<file path="src/rtl/data_cal_seq.sv">
// data_cal_seq: FIFO-buffered word sequencer driving d/sel into data_cal.
// Define SEQ_WORD_CNT_EN to add the word_cnt completed-word counter output.
module data_cal_seq #(
    parameter int DEPTH = 4
) (
    input  logic        clk,
    input  logic        rst,
    input  logic [15:0] in_data,
    input  logic [2:0]  in_mask,
    input  logic        in_valid,
    output logic        in_ready,
    output logic [15:0] d_out,
    output logic [1:0]  sel_out,
    output logic        busy,
`ifdef SEQ_WORD_CNT_EN
    output logic [15:0] word_cnt,
`endif
    output logic        done
);

    localparam int AW = (DEPTH > 1) ? $clog2(DEPTH) : 1;
    localparam logic [AW:0] FULL_CNT = (AW + 1)'(DEPTH);

    localparam logic [1:0] IDLE = 2'd0;
    localparam logic [1:0] LOAD = 2'd1;
    localparam logic [1:0] CALC = 2'd2;

    logic [1:0]    state;
    logic [18:0]   mem [DEPTH];
    logic [AW-1:0] wr_ptr;
    logic [AW-1:0] rd_ptr;
    logic [AW:0]   count;
    logic [2:0]    mask_r;
    logic [2:0]    mask_rest;
    logic [18:0]   head;
    logic          empty;
    logic          push;
    logic          pop;
    logic          last;

    function automatic logic [1:0] low_sel(input logic [2:0] m);
        if (m[0])      return 2'd1;
        else if (m[1]) return 2'd2;
        else if (m[2]) return 2'd3;
        else           return 2'd0;
    endfunction

    assign head      = mem[rd_ptr];
    assign empty     = (count == '0);
    assign in_ready  = (count != FULL_CNT);
    assign push      = in_valid && in_ready;
    assign busy      = (state != IDLE);
    assign mask_rest = mask_r & (mask_r - 3'd1);
    // mask_r holds the ops not yet issued, so an empty mask ends the word
    assign last      = (state != IDLE) && (mask_r == 3'b000);
    assign pop       = !empty && ((state == IDLE) || last);

    always_ff @(posedge clk) begin
        if (push) mem[wr_ptr] <= {in_mask, in_data};
    end

    always_ff @(posedge clk or negedge rst) begin
        if (!rst) begin
            wr_ptr <= '0;
            rd_ptr <= '0;
            count  <= '0;
        end else begin
            if (push) wr_ptr <= wr_ptr + 1'b1;
            if (pop)  rd_ptr <= rd_ptr + 1'b1;
            unique case ({push, pop})
                2'b10:   count <= count + 1'b1;
                2'b01:   count <= count - 1'b1;
                default: count <= count;
            endcase
        end
    end

    always_ff @(posedge clk or negedge rst) begin
        if (!rst) begin
            state   <= IDLE;
            d_out   <= '0;
            sel_out <= '0;
            done    <= 1'b0;
            mask_r  <= '0;
        end else if (pop) begin
            state   <= LOAD;
            d_out   <= head[15:0];
            mask_r  <= head[18:16];
            sel_out <= 2'd0;
            done    <= (head[18:16] == 3'b000);
        end else if (state != IDLE && mask_r != 3'b000) begin
            state   <= CALC;
            sel_out <= low_sel(mask_r);
            mask_r  <= mask_rest;
            done    <= (mask_rest == 3'b000);
        end else begin
            state   <= IDLE;
            sel_out <= 2'd0;
            done    <= 1'b0;
        end
    end

`ifdef SEQ_WORD_CNT_EN
    always_ff @(posedge clk or negedge rst) begin
        if (!rst)      word_cnt <= '0;
        else if (done) word_cnt <= word_cnt + 16'd1;
    end
`endif

endmodule

</file>
<file path="config.mk">
export PLATFORM = sky130hd
export DESIGN_NAME = data_cal_seq
export DESIGN_NICKNAME = d
export VERILOG_FILES = /design/src/rtl/data_cal_seq.sv
export SDC_FILE = /design/constraint.sdc
export NUM_CORES = 1
export LEC_CHECK = 0
export ABC_AREA = 1
export CORE_ASPECT_RATIO = 1.2
export CORE_UTILIZATION = 56
export DETAILED_ROUTE_END_ITERATION = 10
export GPL_TIMING_DRIVEN = 1
export PLACE_DENSITY = 0.79
export SETUP_SLACK_MARGIN = 0.5
export SLEW_MARGIN = 20
export SYNTH_ARGS = -nofsm -noshare
export SYNTH_HDL_FRONTEND = slang
export SYNTH_SLANG_ARGS = --single-unit
</file>
<file path="constraint.sdc">
create_clock -name clk -period 2.2 [get_ports clk]
set_input_delay 0.44 -clock clk [delete_from_list [all_inputs] [get_ports clk]]
set_output_delay 0.44 -clock clk [all_outputs]
set_load 0.01 [all_outputs]
</file>
Yosys cells after proc, flatten, opt, wreduce, memory -nomap -nowiden --
Memory sizes are Yosys's and may differ from the RTL's. Cells that the tools add are included.
Word-level totals: memory bits (writable) 76, flip-flop bits (word level) 31, output and inout port bits 21, logic and storage cells 47, memories kept 1
Cells by class: add/sub/neg operators 5, eq/ne operators 3, bitwise gates (word level) 1, mux-type cells 14, reductions and logical operators 15
Memory list:
- mem | words 4, width 19, rd ports 1, clocked after memory_dff 0, wr ports 1, RTL line 29 | logic [18:0] mem [DEPTH];
Operator list (number):
- two-way mux 2 bit | 7
- logical NOT 3 bit | 4
- two-way mux 3 bit | 2
- one-hot mux 3 bit (2 select lines) | 1
- nonzero test 2 bit | 3
- subtractor 3 x 1 -> 3 bit (second input constant) | 2
- adder 2 x 1 -> 2 bit (second input constant) | 2
- logical AND 1 bit | 4
- two-way mux 1 bit | 4
- adder 3 x 1 -> 3 bit (second input constant) | 1
- AND 3 bit | 1
- inequality test 3 bit (second input constant) | 1
- nonzero test 3 bit | 1
- equality test 2 x 1 -> 1 bit (second input constant) | 1
- equality test 2 bit (second input constant) | 1
- logical NOT 2 bit | 1
- logical NOT 1 bit | 1
- logical OR 1 bit | 1

Depth between registers and ports, before layout --
Gate-level depths: netlist of the first run.
word-level depth 6, gate-level depth with buffers 12, gate-level depth less buffers 11

Worst setup path before layout of the first run --
OpenSTA, ideal clock, no wires.
path kind register to register, from reg state[1], to reg count[2], period minus slack after synthesis 2020 ps, arrival time 1889 ps, stages on the path, launching flop included 13, path slack 180 ps, setup time 131 ps, path through dfrtp_1 > nor2_4 > inv_2 > nand2_2 > nand2_4 > inv_4 > buf_6 > ha_1 > inv_1 > fa_1 > a21oi_1 > o21ai_0 > xor2_1
On the way: word-level cells in the longest chain between the ends 6
RTL lines:
- start, declared | RTL line 28 | logic [1:0] state;
- start signal, assigned | RTL line 80 | state <= IDLE;
- start signal, assigned | RTL line 86 | state <= LOAD;
- start signal, assigned | RTL line 92 | state <= CALC;
- nonzero test 2 bit (*)
- via busy | RTL line 14 | output logic busy,
- logical AND 1 bit (*) | RTL line 55 | assign last = (state != IDLE) && (mask_r == 3'b000);
- logical OR 1 bit (*) | RTL line 56 | assign pop = !empty && ((state == IDLE) || last);
- logical AND 1 bit (*) | RTL line 56
- via pop | RTL line 38 | logic pop;
- equality test 2 x 1 -> 1 bit or equality test 2 bit (tied branches) | RTL line 70 | unique case ({push, pop})
- one-hot mux 3 bit (2 select lines) or nonzero test 2 bit (tied branches)
- end signal, assigned | RTL line 71 | 2'b10: count <= count + 1'b1;
- end signal, assigned | RTL line 72 | 2'b01: count <= count - 1'b1;
- end signal, assigned | RTL line 73 | default: count <= count;
- end, declared | RTL line 32 | logic [AW:0] count;
The timed path passes the listed nets; every way through them passes the cells marked *. A chain may end at the register's enable or synchronous reset.

Final worst setup path of the first run --
from reg mask_r[2], to reg count[2]
On the way: word-level cells in the longest chain between the ends 6
RTL lines:
- start, declared | RTL line 33 | logic [2:0] mask_r;
- start signal, assigned | RTL line 88 | mask_r <= head[18:16];
- start signal, assigned | RTL line 94 | mask_r <= mask_rest;
- logical NOT 3 bit (*) | RTL line 55
- logical AND 1 bit (*) | RTL line 55
- logical OR 1 bit (*) | RTL line 56
- logical AND 1 bit (*) | RTL line 56
- equality test 2 x 1 -> 1 bit or equality test 2 bit (tied branches) | RTL line 70
- one-hot mux 3 bit (2 select lines) or nonzero test 2 bit (tied branches)
Every way passes the cells marked *; elsewhere a longest branch is shown, timed or not.

==> impl_metrics.ini, run 1 <==
[floorplan]
die_height_um = 96.7
row_count = 34
start_util = 0.578
die_w_um = 80.9
io_pins = 43
fp.coreArea_sq_um = 7230
die-area_sq_um = 7820

[synth]
yosysTopAreaCell = edfxtp_1
syn_nets = 368
syn_area_sq_um = 4180
synth-edff-count = 76
syn_inst = 340
yosysSeqAreaShare = 0.731
yosys_warnings = 0
avgSynthCellArea_sq_um = 12.3
synth_area_leaders = edfxtp_1 (55%), dfrtp_1 (19%), nand2_1 (6.6%), o21ai_0 (4.3%), nor2_1 (3.6%)
async_flop_share = 0.290
yosys-top-cells-count = edfxtp_1 (76), nand2_1 (74), nor2_1 (40), o21ai_0 (36), dfrtp_1 (31)
ys_seq_elements = 107
yosysUniqueCellTypes = 28
yosysTopAreaCellShare = 0.546
ys.flop_type = edfxtp_1
synth.most_common_cell = edfxtp_1

[timing]
hold_viol_final = 0
slew_violations = 0
tns_ns = 0
fmax_mhz = 549
tightest_slew_ns = 0.669
finalCritPeriodShare = 0.829
period_minus_slack_ns = 1.82
rsz0062_at_grt = true
clock_skew_ns = 0.00944
relSlewSlack = 0.554
setup_viol = 0
fin_ws_ns = 0.377

[routing]
detail-route-antenna-nets = 0
routedWlPerCell_um = 17.3
drtPass1Iterations = 4
drcViolationCount = 0
via_count = 2830
wirelength_mm = 8.64
avgViaCountPerCell = 5.66
drt_iter0_markers = 291

[worst_setup_path]
end_kind = flip-flop
cp_num_buf_inv = 2
worstPathRequired_ns = 2.45
crit_fanout = 5
cp-start-kind = flip-flop
crit_path_top_delay_cell = dfrtp_1
cp.depth = 10
worstSetupPathType = flip-flop to flip-flop
crit_arrival_ns = 2.07
crit_chain = nand3b_1 -> nand2_4 -> nand2_4 -> inv_4 -> ha_4 -> inv_2 -> fa_2 -> a21oi_2 -> o21ai_1 -> xor2_1
rr_worst_depth = 10
crit_top_cell = nand2_4
critical_path.top_delay_family = adder cells
cpPeakStageDelay_ns = 0.40

[layout]
diodes = 0
final_nets = 433
syn2layout_area_growth_pct = 20.8
post-route-util = 0.699
instances_no_fill = 500
drive_above_1_share = 0.146

[cts]
htree_num_levels = 3
cts_sinks = 107
cts.clk_slew.worst_paths_ns = 0.10
root_buffer = clkbuf_8
cts_buffer_depth = 2
clk_latency_ns = 0.36
cts_tree = yes
cts_buffers = 9
hold_buffers = 0

[min_path]
hold_class = flip-flop to flip-flop
min_delay_path_depth = 2

[grt]
grt_usage = 0.243
antenna_found_initial = 0
grt_pass1_wl_mm = 14.0
grt_max_degree = 41
grt_pass1_vias = 2841
overflow = 0

[pwr]
power.total_w = 0.00727
vdd_ir_drop_max_mv = 1.18
power_density_nw_per_um2 = 1440
p_leak_nw = 2.07

[placed_design]
dp_hpwl_mm = 5.22
dp_cells = 473
dp_slack_ns = 0.190
portBuffers = 42
routabilityCongestion = 0.820

[run]
drv_cap = 0

[run_status]
status = finished, final reports clean
## cell families after synthesis
kind of cell | Yosys count | synth area share
and+or+nand+nor | 132 | 0.129
DFF | 107 | 0.731
AOI/OAI and AO/OA | 59 | 0.0763
buffers and inverters | 33 | 0.0374
adders and majority gates | 6 | 0.0197
xor gates and xnor gates | 3 | 0.00628
## cells in the final DEF (no fill, tap or decap), types with 2 or more instances in the layout
cell and n:
edfxtp_1 76, nand2_1 73, nor2_1 40, o21ai_0 34
dfrtp_1 31, buf_4 26, clkdlybuf4s50_1 22, o22ai_1 17
dlygate4sd2_1 14, nand3_1 11, inv_1 10, clkbuf_8 10
inv_2 7, dlymetal6s2s_1 5, ha_1 4, o21ai_1 3
nor2_4 2, nand2_4 2, a21oi_1 2, xor2_1 2
clkinvlp_4 2, clkinv_4 2
## cell type report
cell class,count,area [sq um]
multi-input combinational,200,1000
timing repair buffer,69,631
sequential,107,3060
clock inverter,6,41.3
tap,90,113
clock buffer,10,138
inverter,18,70.1
fill,518,2180
## path summary, 6_finish.rpt
check / start / endpoint / slack, ns
min: d_out[10] / d_out[10] / 0.48
max: mask_r[2] / count[2] / 0.38
min in group asynchronous: rst / state[0] / 0.49
max in group asynchronous: rst / wr_ptr[0] / 1.40
min reg2reg: d_out[10] / d_out[10] / 0.48
max reg2reg: mask_r[2] / count[2] / 0.38
## worst reg2reg max path: cells and delay by family (launching register included)
family / cells / cell delay (ns)
adders and majority gates: 2 / 0.46
DFF: 1 / 0.40
and+or+nand+nor: 3 / 0.40
AOI/OAI and AO/OA: 2 / 0.22
xor gates and xnor gates: 1 / 0.15
buffers and inverters: 2 / 0.10
## layer usage
layer	vias to the layer above	routed length [um]	track usage
met2	111	4670	0.401
met3	15	556	0.0425
met1	1404	3250	0.313
met5	-	0	0
met4	0	171	0.100
li1	1300	-	-
## state kept, by name, indices dropped and copies added (netlist names)
signal and count:
mem 76, d_out 16, count 3, mask_r 3
rd_ptr 2, sel_out 2, state 2, wr_ptr 2
done 1
## report_power, final
group          internal (W)  switching (W)  total (W)
Sequential          0.00278       0.000236    0.00301
Combinational       0.00123        0.00194    0.00317
Clock              0.000441       0.000653    0.00109
Total               0.00445        0.00283    0.00727
## repair_timing
action                     in CTS  in global routing
resized for setup              20                 10
setup buffers                   5                  6
cloned                          0                  0
pin swaps                       5                  7
setup endpoints to repair      17                 32
## per-stage QoR
step | area, sq um | hold slack, ns
finish | 5050 | 0.483
CTS | 4990 | 0.486
global route | 5050 | 0.513
global placement | 4770 | 0.462
floorplan | 4190 | 0.144
detailed placement | 4770 | 0.465
(Power assumes the default switching activity.)
==> run 2: changes to the inputs <==
--- a/config.mk
+++ b/config.mk
@@ -7,10 +7,10 @@
 export LEC_CHECK = 0
 export ABC_AREA = 1
 export CORE_ASPECT_RATIO = 1.2
-export CORE_UTILIZATION = 56
+export CORE_UTILIZATION = 50
 export DETAILED_ROUTE_END_ITERATION = 10
 export GPL_TIMING_DRIVEN = 1
-export PLACE_DENSITY = 0.79
+export PLACE_DENSITY = 0.74
 export SETUP_SLACK_MARGIN = 0.5
 export SLEW_MARGIN = 20
 export SYNTH_ARGS = -nofsm -noshare
==> constraint.sdc (replaced) <==
create_clock -name clk -period 1.59 [get_ports clk]
set_input_delay 0.318 -clock clk [delete_from_list [all_inputs] [get_ports clk]]
set_output_delay 0.318 -clock clk [all_outputs]
set_load 0.01 [all_outputs]
==> run 2 against run 1 <==
The run now ends with negative setup slack left. Power is 100% higher. Non-clock buffer count rose by 68. Via count rose by 21%. Critical path depth up 1. Worst hold slack lost 0.19 ns. Routed wire length rose by 58%. Critical path type unchanged.
==> impl_metrics.ini, run 2 (synthesis results as in run 1) <==
[run_status]
status = complete, but fails checks
violations = negative setup slack

[placed_design]
dp_cells = 489
portBuffers = 42
dp_hpwl_mm = 5.10
routabilityCongestion = 0.765
dp_slack_ns = -0.317

[floorplan]
row_count = 36
die_w_um = 85.5
die_height_um = 102
io_pins = 43
fp.coreArea_sq_um = 8110
die-area_sq_um = 8740
start_util = 0.516

[pwr]
power.total_w = 0.0148
power_density_nw_per_um2 = 2300
vdd_ir_drop_max_mv = 1.01
p_leak_nw = 2.64

[grt]
use_met2 = 0.462
grt_max_degree = 32
antenna_found_initial = 0
overflow = 0
grt_pass1_wl_mm = 17.1
grt_usage = 0.273
met1_usage = 0.331
grt_pass1_vias = 3191
busiest_layer = met2
met3_usage = 0.0582

[routing]
drcViolationCount = 0
drt_iter0_markers = 339
avgViaCountPerCell = 5.98
wirelength_mm = 13.7
via_count = 3429
detail-route-antenna-nets = 0
routedWlPerCell_um = 23.9
drtPass1Iterations = 5

[layout]
largest_reg_flops = 76
regMostFlops = mem
syn2layout_area_growth_pct = 53.8
mostFrequentLayoutCells = edfxtp_1 (76), nand2_1 (48), buf_4 (45)
diodes = 0
drive_above_1_share = 0.433
final_nets = 501
largest_registers = mem (76), d_out (16)
instances_no_fill = 573
final_common_cell = edfxtp_1

[cts]
cts.clk_slew.worst_paths_ns = 0.10
cts_buffers = 9
clk_latency_ns = 0.38
cts_sinks = 107
cts_buffer_depth = 2
htree_num_levels = 3
root_buffer = clkbuf_8
cts_tree = yes

[worst_setup_path]
end_kind = flip-flop
reg2reg_slack_ns = -0.25
r2r_end = count[2]
worstPathRequired_ns = 1.85
rr_worst_depth = 11
cp-start-kind = flip-flop
crit_arrival_ns = 2.10
worstSetupPathType = flip-flop to flip-flop
crit_fanout = 2
r2r-start = mask_r[1]

[timing]
tightest_slew_ns = 0.342
rsz0062_at_grt = true
setup_viol = 69
fmax_mhz = 545
relSlewSlack = 0.769
slew_violations = 0
hold_viol_final = 0
clock_skew_ns = 0.00662
finalCritPeriodShare = 1.15
fin_ws_ns = -0.246
period_minus_slack_ns = 1.84
hold-worst-slack_ns = 0.297

[min_path]
hold_class = input pin to asynchronous set/reset pin

[run]
drv_cap = 0
[run 2: changes by cell type in the layout (fill, tap and decap cells not counted), sizes merged]
| cell | change |
|---|---|
| buf | +82 |
| dlygate4sd2 | -14 |
| clkbuf | +6 |
| dlymetal6s2s | -5 |
| bufinv | +2 |
| clkinv | -2 |
| clkdlybuf4s15 | -1 |
| clkdlybuf4s50 | -1 |
| inv | +1 |
[run 2: how the worst max path moves through the flow]
stage	end	slack [ns]	start	cells past startpoint
finish	count[2]	-0.25	mask_r[1]	11
global route	count[2]	-0.34	mask_r[1]	11
floorplan	count[2]	-0.32	mask_r[2]	11
global placement	count[2]	-0.28	in_valid	8
CTS	count[2]	-0.14	mask_r[2]	10
detailed placement	count[1]	-0.32	in_valid	6
[run 2: critical path, stage by stage, from the launching register on]
cell	delay, ns
dfrtp_1	0.42
inv_2	0.08
nand3b_1	0.12
nand2_4	0.10
nand2_4	0.06
inv_4	0.06
ha_4	0.12
inv_2	0.04
fa_2	0.35
a21oi_2	0.12
o21ai_1	0.09
xor2_1	0.15
[run 2: final cells by class]
type | count | area [sq um]
clock buffer | 9 | 124
fill | 381 | 1680
clock inverter | 7 | 100
timing repair buffer | 137 | 1660
multi-input combinational | 200 | 1300
inverter | 18 | 75.1
sequential | 107 | 3060
tap | 95 | 119
[run 2: metrics by stage]
| stage | TNS [ns] | util | instance area (sq um) |
|---|---|---|---|
| 5_1_grt | -7.08 | 0.793 | 6430 |
| 6_report | -5.51 | 0.793 | 6430 |
| 4_1_cts | -1.92 | 0.721 | 5850 |
| 3_3_place_gp | -12.14 | 0.619 | 5020 |
| 3_5_place_dp | -12.88 | 0.619 | 5020 |
| 2_1_floorplan | -0.552 | - | 4290 |
[run 2: power breakdown]
| group | internal [W] | switching (W) |
|---|---|---|
| logic | 0.00414 | 0.00456 |
| clock network | 0.000900 | 0.000962 |
| registers | 0.00385 | 0.000378 |
| total | 0.00889 | 0.00590 |
[run 2: timing repair]
| item | in CTS | in global routing |
|---|---|---|
| setup endpoints to repair | 125 | 125 |
| setup buffers | 32 | 19 |
| hold buffers | 0 | 0 |
| cloned | 10 | 7 |
| hold endpoints to repair | 0 | 0 |
| resized for setup | 127 | 73 |
| pin swaps | 8 | 16 |
[run 2: layer usage]
layer,routed length [um],vias to the layer above
li1,-,1442
met1,4710,1673
met2,7060,255
met3,1170,59
met4,739,0
met5,0,-
